===== config.mk =====
export PLATFORM = sky130hd
export DESIGN_NAME = cache_fill_fsm
export DESIGN_NICKNAME = d
export VERILOG_FILES = /design/src/rtl/cache_pkg.sv /design/src/rtl/fill_counter.sv /design/src/rtl/cache_fill_fsm.sv
export SDC_FILE = /design/constraint.sdc
export NUM_CORES = 1
export LEC_CHECK = 0
export BUFFER_PORTS_ARGS = -buffer_cell sky130_fd_sc_hd__buf_2
export CORE_MARGIN = 10
export CORE_UTILIZATION = 46
export CTS_CLUSTER_SIZE = 28
export DETAILED_ROUTE_END_ITERATION = 10
export GPL_TIMING_DRIVEN = 0
export PLACE_DENSITY = 0.86
export SLEW_MARGIN = 5
export SYNTH_ARGS = -nofsm -noshare
export SYNTH_HDL_FRONTEND = slang
export SYNTH_SLANG_ARGS = --single-unit

===== constraint.sdc =====
create_clock -name clk -period 2.1 [get_ports clk]
set_input_delay 0.21 -clock clk [delete_from_list [all_inputs] [get_ports clk]]
set_output_delay 0.21 -clock clk [all_outputs]
set_load 0.02 [all_outputs]

===== src/rtl/cache_pkg.sv =====
`default_nettype none
// ============================================================================
// Module      : cache_pkg
// Description : Shared constants and types for the cache miss-fill logic.
//               Holds the block geometry and the fill controller state type.
// Revision    : 1.0 - initial release
// ============================================================================
package cache_pkg;

    // Block geometry: one block is BLOCK_BYTES bytes made of WORDS 16-bit words.
    localparam int BLOCK_BYTES = 16;
    localparam int WORDS       = 8;
    localparam int OFFSET_BITS = 4;

    // Fill controller states: waiting for a miss, or streaming a block in.
    typedef enum logic [0:0] {
        IDLE = 1'b0,
        FILL = 1'b1
    } fill_state_t;

endpackage
`default_nettype wire


===== src/rtl/fill_counter.sv =====
`default_nettype none
// ============================================================================
// Module      : fill_counter
// Description : Word counter for one side (issue or receive) of a block fill.
//               Synchronous clear, increments on request, saturates at LIMIT
//               and flags when LIMIT has been reached. The counter is one bit
//               wider than the word index so that "all words done" is distinct
//               from "last word in flight".
// Revision    : 1.0 - initial release
// ============================================================================
module fill_counter
    import cache_pkg::*;
#(
    parameter int LIMIT = WORDS,
    parameter int IDX_W = $clog2(LIMIT)
) (
    input  logic             clk,
    input  logic             rst_n,
    input  logic             clr,
    input  logic             inc,
    output logic [IDX_W-1:0] count,
    output logic             done
);

    localparam logic [IDX_W:0] c_limit = LIMIT[IDX_W:0];

    logic [IDX_W:0] r_cnt;

    // Count state: clear wins over increment; increments stop at the limit.
    always_ff @(posedge clk or negedge rst_n) begin
        if (!rst_n) begin
            r_cnt <= '0;
        end else if (clr) begin
            r_cnt <= '0;
        end else if (inc && (r_cnt != c_limit)) begin
            r_cnt <= r_cnt + 1'b1;
        end
    end

    assign count = r_cnt[IDX_W-1:0];
    assign done  = (r_cnt == c_limit);

endmodule
`default_nettype wire


===== src/rtl/cache_fill_fsm.sv =====
`default_nettype none
// ============================================================================
// Module      : cache_fill_fsm
// Description : Cache miss-fill controller. On a miss it stalls the pipeline,
//               issues WORDS back-to-back word reads to main memory, writes
//               each returned word into the cache data array and commits the
//               tag together with the final word. Responses are counted, not
//               timed, so any memory latency and gaps in the valid stream are
//               tolerated.
// Revision    : 1.0 - initial release
// ============================================================================
module cache_fill_fsm
    import cache_pkg::*;
#(
    parameter int ADDR_W = 16,
    parameter int DATA_W = 16,
    parameter int WORDS  = cache_pkg::WORDS
) (
    input  logic              clk,
    input  logic              rst_n,
    input  logic              miss_detected,
    input  logic [ADDR_W-1:0] miss_address,
    input  logic [DATA_W-1:0] memory_data,
    input  logic              memory_data_valid,
    output logic              fsm_busy,
    output logic              mem_enable,
    output logic [ADDR_W-1:0] memory_address,
    output logic              write_data_array,
    output logic [ADDR_W-1:0] fill_address,
    output logic [DATA_W-1:0] fill_data,
    output logic              write_tag_array
);

    // Word index width and byte-offset width within one block (2 bytes/word).
    localparam int                 c_idx_w    = $clog2(WORDS);
    localparam int                 c_off_w    = c_idx_w + 1;
    localparam logic [c_idx_w-1:0] c_last_idx = c_idx_w'(WORDS - 1);

    fill_state_t       r_state;
    fill_state_t       w_state_nxt;
    logic [ADDR_W-1:0] r_base;

    logic              w_clr;
    logic              w_issue_inc;
    logic [c_idx_w-1:0] w_issue_idx;
    logic              w_issue_done;
    logic [c_idx_w-1:0] w_recv_idx;
    logic              w_recv_done;

    logic              w_busy;
    logic              w_mem_en;
    logic              w_wr;
    logic              w_tag;
    logic [ADDR_W-1:0] w_issue_addr;
    logic [ADDR_W-1:0] w_recv_addr;

    // State register: reset forces IDLE so any in-flight fill is abandoned.
    always_ff @(posedge clk or negedge rst_n) begin
        if (!rst_n) begin
            r_state <= IDLE;
        end else begin
            r_state <= w_state_nxt;
        end
    end

    // Block base: the miss address with the in-block byte offset cleared,
    // captured only when a miss is accepted so later address changes are ignored.
    always_ff @(posedge clk or negedge rst_n) begin
        if (!rst_n) begin
            r_base <= '0;
        end else if ((r_state == IDLE) && miss_detected) begin
            r_base <= {miss_address[ADDR_W-1:c_off_w], {c_off_w{1'b0}}};
        end
    end

    // Next-state and raw control outputs; the tag commit rides on the last word.
    always_comb begin
        w_state_nxt = r_state;
        w_busy      = 1'b0;
        w_mem_en    = 1'b0;
        w_wr        = 1'b0;
        w_tag       = 1'b0;
        w_clr       = 1'b0;
        case (r_state)
            IDLE: begin
                // Stall in the miss cycle itself; stray memory valids are ignored.
                w_busy = miss_detected;
                if (miss_detected) begin
                    w_clr       = 1'b1;
                    w_state_nxt = FILL;
                end
            end
            FILL: begin
                w_busy   = 1'b1;
                w_mem_en = !w_issue_done;
                if (memory_data_valid && !w_recv_done) begin
                    w_wr = 1'b1;
                    if (w_recv_idx == c_last_idx) begin
                        w_tag       = 1'b1;
                        w_state_nxt = IDLE;
                    end
                end
            end
            default: begin
                w_state_nxt = IDLE;
            end
        endcase
    end

    assign w_issue_inc = (r_state == FILL);

    // Request side: steps once per FILL cycle until every word has been asked for.
    fill_counter #(
        .LIMIT (WORDS),
        .IDX_W (c_idx_w)
    ) u_issue_cnt (
        .clk   (clk),
        .rst_n (rst_n),
        .clr   (w_clr),
        .inc   (w_issue_inc),
        .count (w_issue_idx),
        .done  (w_issue_done)
    );

    // Response side: steps once per accepted memory word, regardless of timing.
    fill_counter #(
        .LIMIT (WORDS),
        .IDX_W (c_idx_w)
    ) u_recv_cnt (
        .clk   (clk),
        .rst_n (rst_n),
        .clr   (w_clr),
        .inc   (w_wr),
        .count (w_recv_idx),
        .done  (w_recv_done)
    );

    // Word offsets are OR'd into the aligned base so they can never carry
    // into the tag bits; a block at the top of memory therefore cannot wrap.
    assign w_issue_addr = r_base | {{(ADDR_W - c_off_w){1'b0}}, w_issue_idx, 1'b0};
    assign w_recv_addr  = r_base | {{(ADDR_W - c_off_w){1'b0}}, w_recv_idx, 1'b0};

    // Outputs are additionally gated by rst_n so they drop to zero the moment
    // reset asserts, even while miss_detected or memory_data toggle.
    assign fsm_busy         = rst_n & w_busy;
    assign mem_enable       = rst_n & w_mem_en;
    assign write_data_array = rst_n & w_wr;
    assign write_tag_array  = rst_n & w_tag;
    assign memory_address   = mem_enable       ? w_issue_addr : '0;
    assign fill_address     = write_data_array ? w_recv_addr  : '0;
    assign fill_data        = write_data_array ? memory_data  : '0;

endmodule
`default_nettype wire


# [After elaboration in Yosys (flattened, before gate mapping)]
# Index checks and enable logic that the tools add are counted.
[word_totals] mem_bits_ro=0 latch_bits=0 regBits=21 elab_cells=45 n_memories=0 ram_bits=0 input_bits=36
[op_classes] n_mux=19 add_sub_neg=2 bitwise=7 mul=0 n_eq_ne=5 n_reduce_logical=8 shifts=0 order_cmp=0 div_mod_pow=0
[ops] op="2-to-1 mux 16 bit" count=3
[ops] op="OR 16 x 4 -> 16 bit" count=2
[ops] op="2-to-1 mux 4 bit" count=4
[ops] op="2-to-1 mux 1 bit" count=10
[ops] op="adder 4 x 1 -> 4 bit (second input constant)" count=2
[ops] op="equality test 4 bit (second input constant)" count=2
[ops] op="inequality test 4 bit (second input constant)" count=2
[ops] op="bitwise AND 1 bit" count=4
[ops] op="logical AND 1 bit" count=4
[ops] op="one-hot mux 1 bit (2 select lines)" count=2
[ops] op="nonzero test 2 bit" count=2
[ops] op="equality test 3 bit (second input constant)" count=1
[ops] op="zero test 1 bit" count=2
[ops] op="inverter 1 bit" count=1

# [Logic depth before layout (Yosys ltp)]
[logic_depth] depth_word=8 ltp_mapped=6

# [Hierarchy]
# A second synthesis with hierarchy kept.
[unflattened] hier_cells=142 hier_area_um2=1431.4
[by_module_without_submodules] mod="cache_fill_fsm" n_inst=1 area_each_um2=920.9 seq_area_each_um2=325.3 cells_each=88
[by_module_without_submodules] mod="fill_counter" n_inst=2 area_each_um2=255.2 seq_area_each_um2=100.1 cells_each=27

# [Worst setup path before layout]
# Ideal clock, no wire load.
[synth_path] path_type="register -> output" start="register u_recv_cnt.r_cnt[0]" end="output fill_data[10]" path_slack_ns=0.554 required_ns=1.890 n_path_buf=1 arrival_ns=1.336 stages_incl_launch_ff=6 cell_sequence="dfrtp_1 -> inv_1 -> ha_1 -> a31oi_4 -> buf_6 -> and2_1"
[synth_between] elab_chain_len=7
[synth_lines] item="start: declaration" line_no="fill_counter.sv:27" rtl="logic [IDX_W:0] r_cnt;"
[synth_lines] item="start signal: assignment" line_no="fill_counter.sv:36" rtl="r_cnt <= r_cnt + 1'b1;"
[synth_lines] item="equality test 4 bit" line_no="fill_counter.sv:41" rtl="assign done = (r_cnt == c_limit);"
[synth_lines] item="zero test 1 bit" line_no="cache_fill_fsm.sv:96" rtl="if (memory_data_valid && !w_recv_done) begin"
[synth_lines] item="logical AND 1 bit" line_no="cache_fill_fsm.sv:96"
[synth_lines] item="2-to-1 mux 1 bit" line_no="cache_fill_fsm.sv:96"
[synth_lines] item="2-to-1 mux 1 bit" line_no="cache_fill_fsm.sv:84" rtl="case (r_state)"
[synth_lines] item="bitwise AND 1 bit" line_no="cache_fill_fsm.sv:147" rtl="assign write_data_array = rst_n & w_wr;"
[synth_lines] item="named net write_data_array" line_no="cache_fill_fsm.sv:28" rtl="output logic write_data_array,"
[synth_lines] item="2-to-1 mux 16 bit" line_no="cache_fill_fsm.sv:151" rtl="assign fill_data = write_data_array ? memory_data : '0;"
[synth_lines] item="end: declaration" line_no="cache_fill_fsm.sv:30" rtl="output logic [DATA_W-1:0] fill_data,"
# The timed path passes the listed nets, and every way through them passes these cells.

# [Worst setup path in the final report]
[layout_path] start="register u_issue_cnt.r_cnt[0]" end="output memory_address[14]"
[layout_between] elab_chain_len=5
[layout_lines] item="start: declaration" line_no="fill_counter.sv:27"
[layout_lines] item="start signal: assignment" line_no="fill_counter.sv:36"
[layout_lines] item="equality test 4 bit" line_no="fill_counter.sv:41"
[layout_lines] item="zero test 1 bit" line_no="cache_fill_fsm.sv:95" rtl="w_mem_en = !w_issue_done;"
[layout_lines] item="2-to-1 mux 1 bit" line_no="cache_fill_fsm.sv:84"
[layout_lines] item="bitwise AND 1 bit" line_no="cache_fill_fsm.sv:146" rtl="assign mem_enable = rst_n & w_mem_en;"
[layout_lines] item="2-to-1 mux 16 bit" line_no="cache_fill_fsm.sv:149" rtl="assign memory_address = mem_enable ? w_issue_addr : '0;"
[layout_lines] item="end: declaration" line_no="cache_fill_fsm.sv:27" rtl="output logic [ADDR_W-1:0] memory_address,"
# Every way passes these cells.

==> reports/summary.md <==
The cell count after synthesis was 159. For this configuration, the core starts out at a cell density of 49.2%. The run finished with clean final reports. The stage delay of the slowest cell on the critical path is 0.42 ns. The top cell types in the final layout, fill and taps aside, are sky130_fd_sc_hd__buf_2 (83), sky130_fd_sc_hd__and2_1 (44), sky130_fd_sc_hd__nand2_1 (40). The setup slack of the most critical reg-to-reg path is 0.63 ns, and the die height is 74.8 um.

During synthesis, Yosys emitted a total of 0 warnings. In the final routed layout, each cell accounts on average for 13.6 um. In the finished design, the share of the clock period the worst path needs comes to 94.2%. Entering global routing, the biggest net connects 22 pins.

Relative to the synthesized area, the layout overhead comes to 36.4%. The cell with the biggest individual delay on the critical path was sky130_fd_sc_hd__dfrtp_1. For the final routed database, the setup TNS stands at 0 ns. The logs give 47 for the iteration-0 DRC count of the detailed router and 1359 for the via count of the first global-routing pass. Global routing used 13.2% of the available tracks across all layers. Power spread over the standard cell area amounts to 1130 nW/um^2. Measured along the x axis, the die boundary spans 74.8 um. The clock net in this run drives a total of 21 sinks. The number of max-slew violations in the final report came out at 0. The slew at the pin closest to its max-slew limit came out at 0.915 ns.

Number of antenna violations at the first check in global routing: 0. Setup repair after global routing left no endpoint under its margin. The final critical delay including setup and external delays was 1.98 ns; the clock-pin slew on the worst setup and hold paths was 0.12 ns. The final setup violation count is 0, and the insertion delay of the later-clocked pin in the worst-skew pair is 0.31 ns. The run gives 1 as the number of levels the H-tree was split into.

The final hold violation count came out at 0. The first TritonRoute pass finished after 4 iterations. Cells fill 67.1% of the core in the end. The logs give 1.77 ns for the arrival time at the worst endpoint and 232 for the number of fill cells. The number of top-level pins is 88, and the ratio of routed vias to standard cells is 4.83. The wire length of the first global-routing pass is 6020 um, and the synthesized area divided by synthesized cell count is 8.68 sq um.

For the final database, setup skew stands at 0.00791 ns. VDD sags by at most 0.000693 V. After synthesis the netlist holds a flip-flop and latch count of 21. TritonCTS built the clock tree.

The die outline area was 5590 sq um. Type of element launching the critical path: a flip-flop. The library cell used most frequently in the layout, excluding fill and tap cells, is sky130_fd_sc_hd__buf_2. Count of antenna diodes in the layout: 0.

The final layout contains 290 nets. The count of unique library cells instantiated by Yosys was 29; the total congestion overflow after global routing was 0. Estimated wirelength of the detail-placed design: 3040 um. For this run, the register share of the synthesized area comes to 38.1%. The worst path required time was 1.89 ns.

The core region is 2810 sq um. The logs give 753 sq um for the area of combinational cells with multiple inputs and 0.123 ns for the least setup slack across all paths after layout. The tools report the type of element capturing the critical path as an output pin.

Across the run, the number of max-cap violations was 0. Of all nets on the critical path, the largest fanout is 10. For the routability congestion estimate from global placement, the log shows 0.808. For the number of CTS-inserted buffers, the log shows 3. The number of buffers inserted by port buffering came out at 81.

The setup path with the least slack is of type flip-flop to output pin. For this block, the via count after detailed routing is 1348. The highest achievable clock rate is 506 MHz, and the layout cell share with drive strength beyond 1 is 41.5%. In this run the cell area of the synthesized design comes to 1380 sq um. The worst pin sits at a relative slew slack of 38.8%.

OpenSTA, run right after detailed placement, puts the worst setup slack at 0.276 ns. Summed over all cells, the static leakage comes to 1.13 nW. The logs give 0 for the number of DRC violations after detailed routing and 527 sq um for the sequential cell area. Class of the worst hold path: input port to flip-flop. The overall routed net length came out at 3800 um. The critical path goes through inv_1 -> ha_1 -> nand3b_1 -> and3_4 -> buf_6 -> and2_1 -> buf_2. The cell sitting at the root of the clock tree is a sky130_fd_sc_hd__clkbuf_4. The initialized floorplan defines 19 standard-cell rows.

Final antenna-violating net count: 0. In this run the deepest clock path goes through 2 buffers.
## metrics by stage
step	cell area, sq um	total power, mW	std cells	hold slack (ns)
floorplan	1380	1.56	160	-0.0856
global placement	1830	1.88	272	0.211
detailed placement	1830	1.91	272	0.211
CTS	1870	2.12	277	0.0737
global route	1880	2.32	279	0.0738
finish	1880	2.12	279	0.0820
## Yosys cell counts, drive strengths merged
master  number  area share (%)
xnor2        1            0.63
nand4        1            0.45
dfrtp       21              38
nand2b       1            0.45
a31oi        2             3.1
a21oi        1            0.36
a21o         2             1.1
clkbuf       1            0.36
nand3b       1            0.54
and2        44              20
nor2         4             1.1
inv          5             1.4
nor3b        1            0.54
and3         4             2.2
o21ai        2            0.73
nand2       41              11
buf          9             5.9
conb         1            0.27
ha           5             4.5
nand3        3             1.1
nor2b        3             1.5
xor2         1            0.63
mux2         2             1.6
mux2i        3             2.2
## logic make-up (layout without fill, tap and decap cells)
kind of cell             count (synthesis)  after routing  share of synthesized area (%)
multiplexers                             5              5                           3.81
buffers and inverters                   15            103                           7.61
flip-flops                              21             21                           38.1
XOR/XNOR                                 2              2                           1.27
other                                    1              2                          0.272
AO/OA/AOI/OAI                            7              7                           5.26
adder cells (fa/ha/maj)                  5              5                           4.53
AND/OR/NAND/NOR                        103            103                           39.2
## flip-flops by register name, indices dropped and copies added, names as in the netlist
name	count
r_base	12
u_issue_cnt.r_cnt	4
u_recv_cnt.r_cnt	4
r_state	1
## power by group
part	internal, mW	total (mW)	switching, mW
Combinational	0.507	1.16	0.654
Clock	0.0711	0.192	0.121
Sequential	0.597	0.768	0.171
## cell type report
class	instances	share of cell area, %
buffer	10	4.59
clock buffer	3	1.20
tap	31	2.06
multi-input combinational	124	40.0
timing repair buffer	84	22.9
clock inverter	1	0.266
sequential	21	28.0
inverter	5	0.997
## worst max-delay path: cells and delay by family (launching register included)
kind | cells | cell delay [ns]
adders and majority gates | 1 | 0.20
and+or+nand+nor | 3 | 0.50
buffers and inverters | 3 | 0.35
DFF | 1 | 0.42
## what timing repair did
action	in CTS	in global routing
hold buffers	1	0
gates resized for setup	0	1
setup buffers	0	2
hold endpoints to repair	21	0
setup endpoints to repair	0	23
## routing by layer
layer	wire, um	GRT usage (%)	vias to the layer above
met5	0	0	-
met4	89	5.88	0
met3	580	6.04	9
met2	1730	23.2	62
met1	1400	13.3	603
li1	-	-	674
## worst paths after layout
| kind | start | to | cells past startpoint |
|---|---|---|---|
| max | u_issue_cnt.r_cnt[0]$_DFFE_PN0P_ | memory_address[14] | 7 |
| min | miss_address[7] | r_base[7]$_DFFE_PN0P_ | 3 |
| max reg2reg | u_recv_cnt.r_cnt[0]$_DFFE_PN0P_ | u_recv_cnt.r_cnt[1]$_DFFE_PN0P_ | 4 |
| min reg2reg | r_base[10]$_DFFE_PN0P_ | r_base[10]$_DFFE_PN0P_ | 2 |
| max in group asynchronous | rst_n | u_recv_cnt.r_cnt[0]$_DFFE_PN0P_ | 2 |
| min in group asynchronous | rst_n | r_base[9]$_DFFE_PN0P_ | 2 |
(Power assumes the default switching activity.)
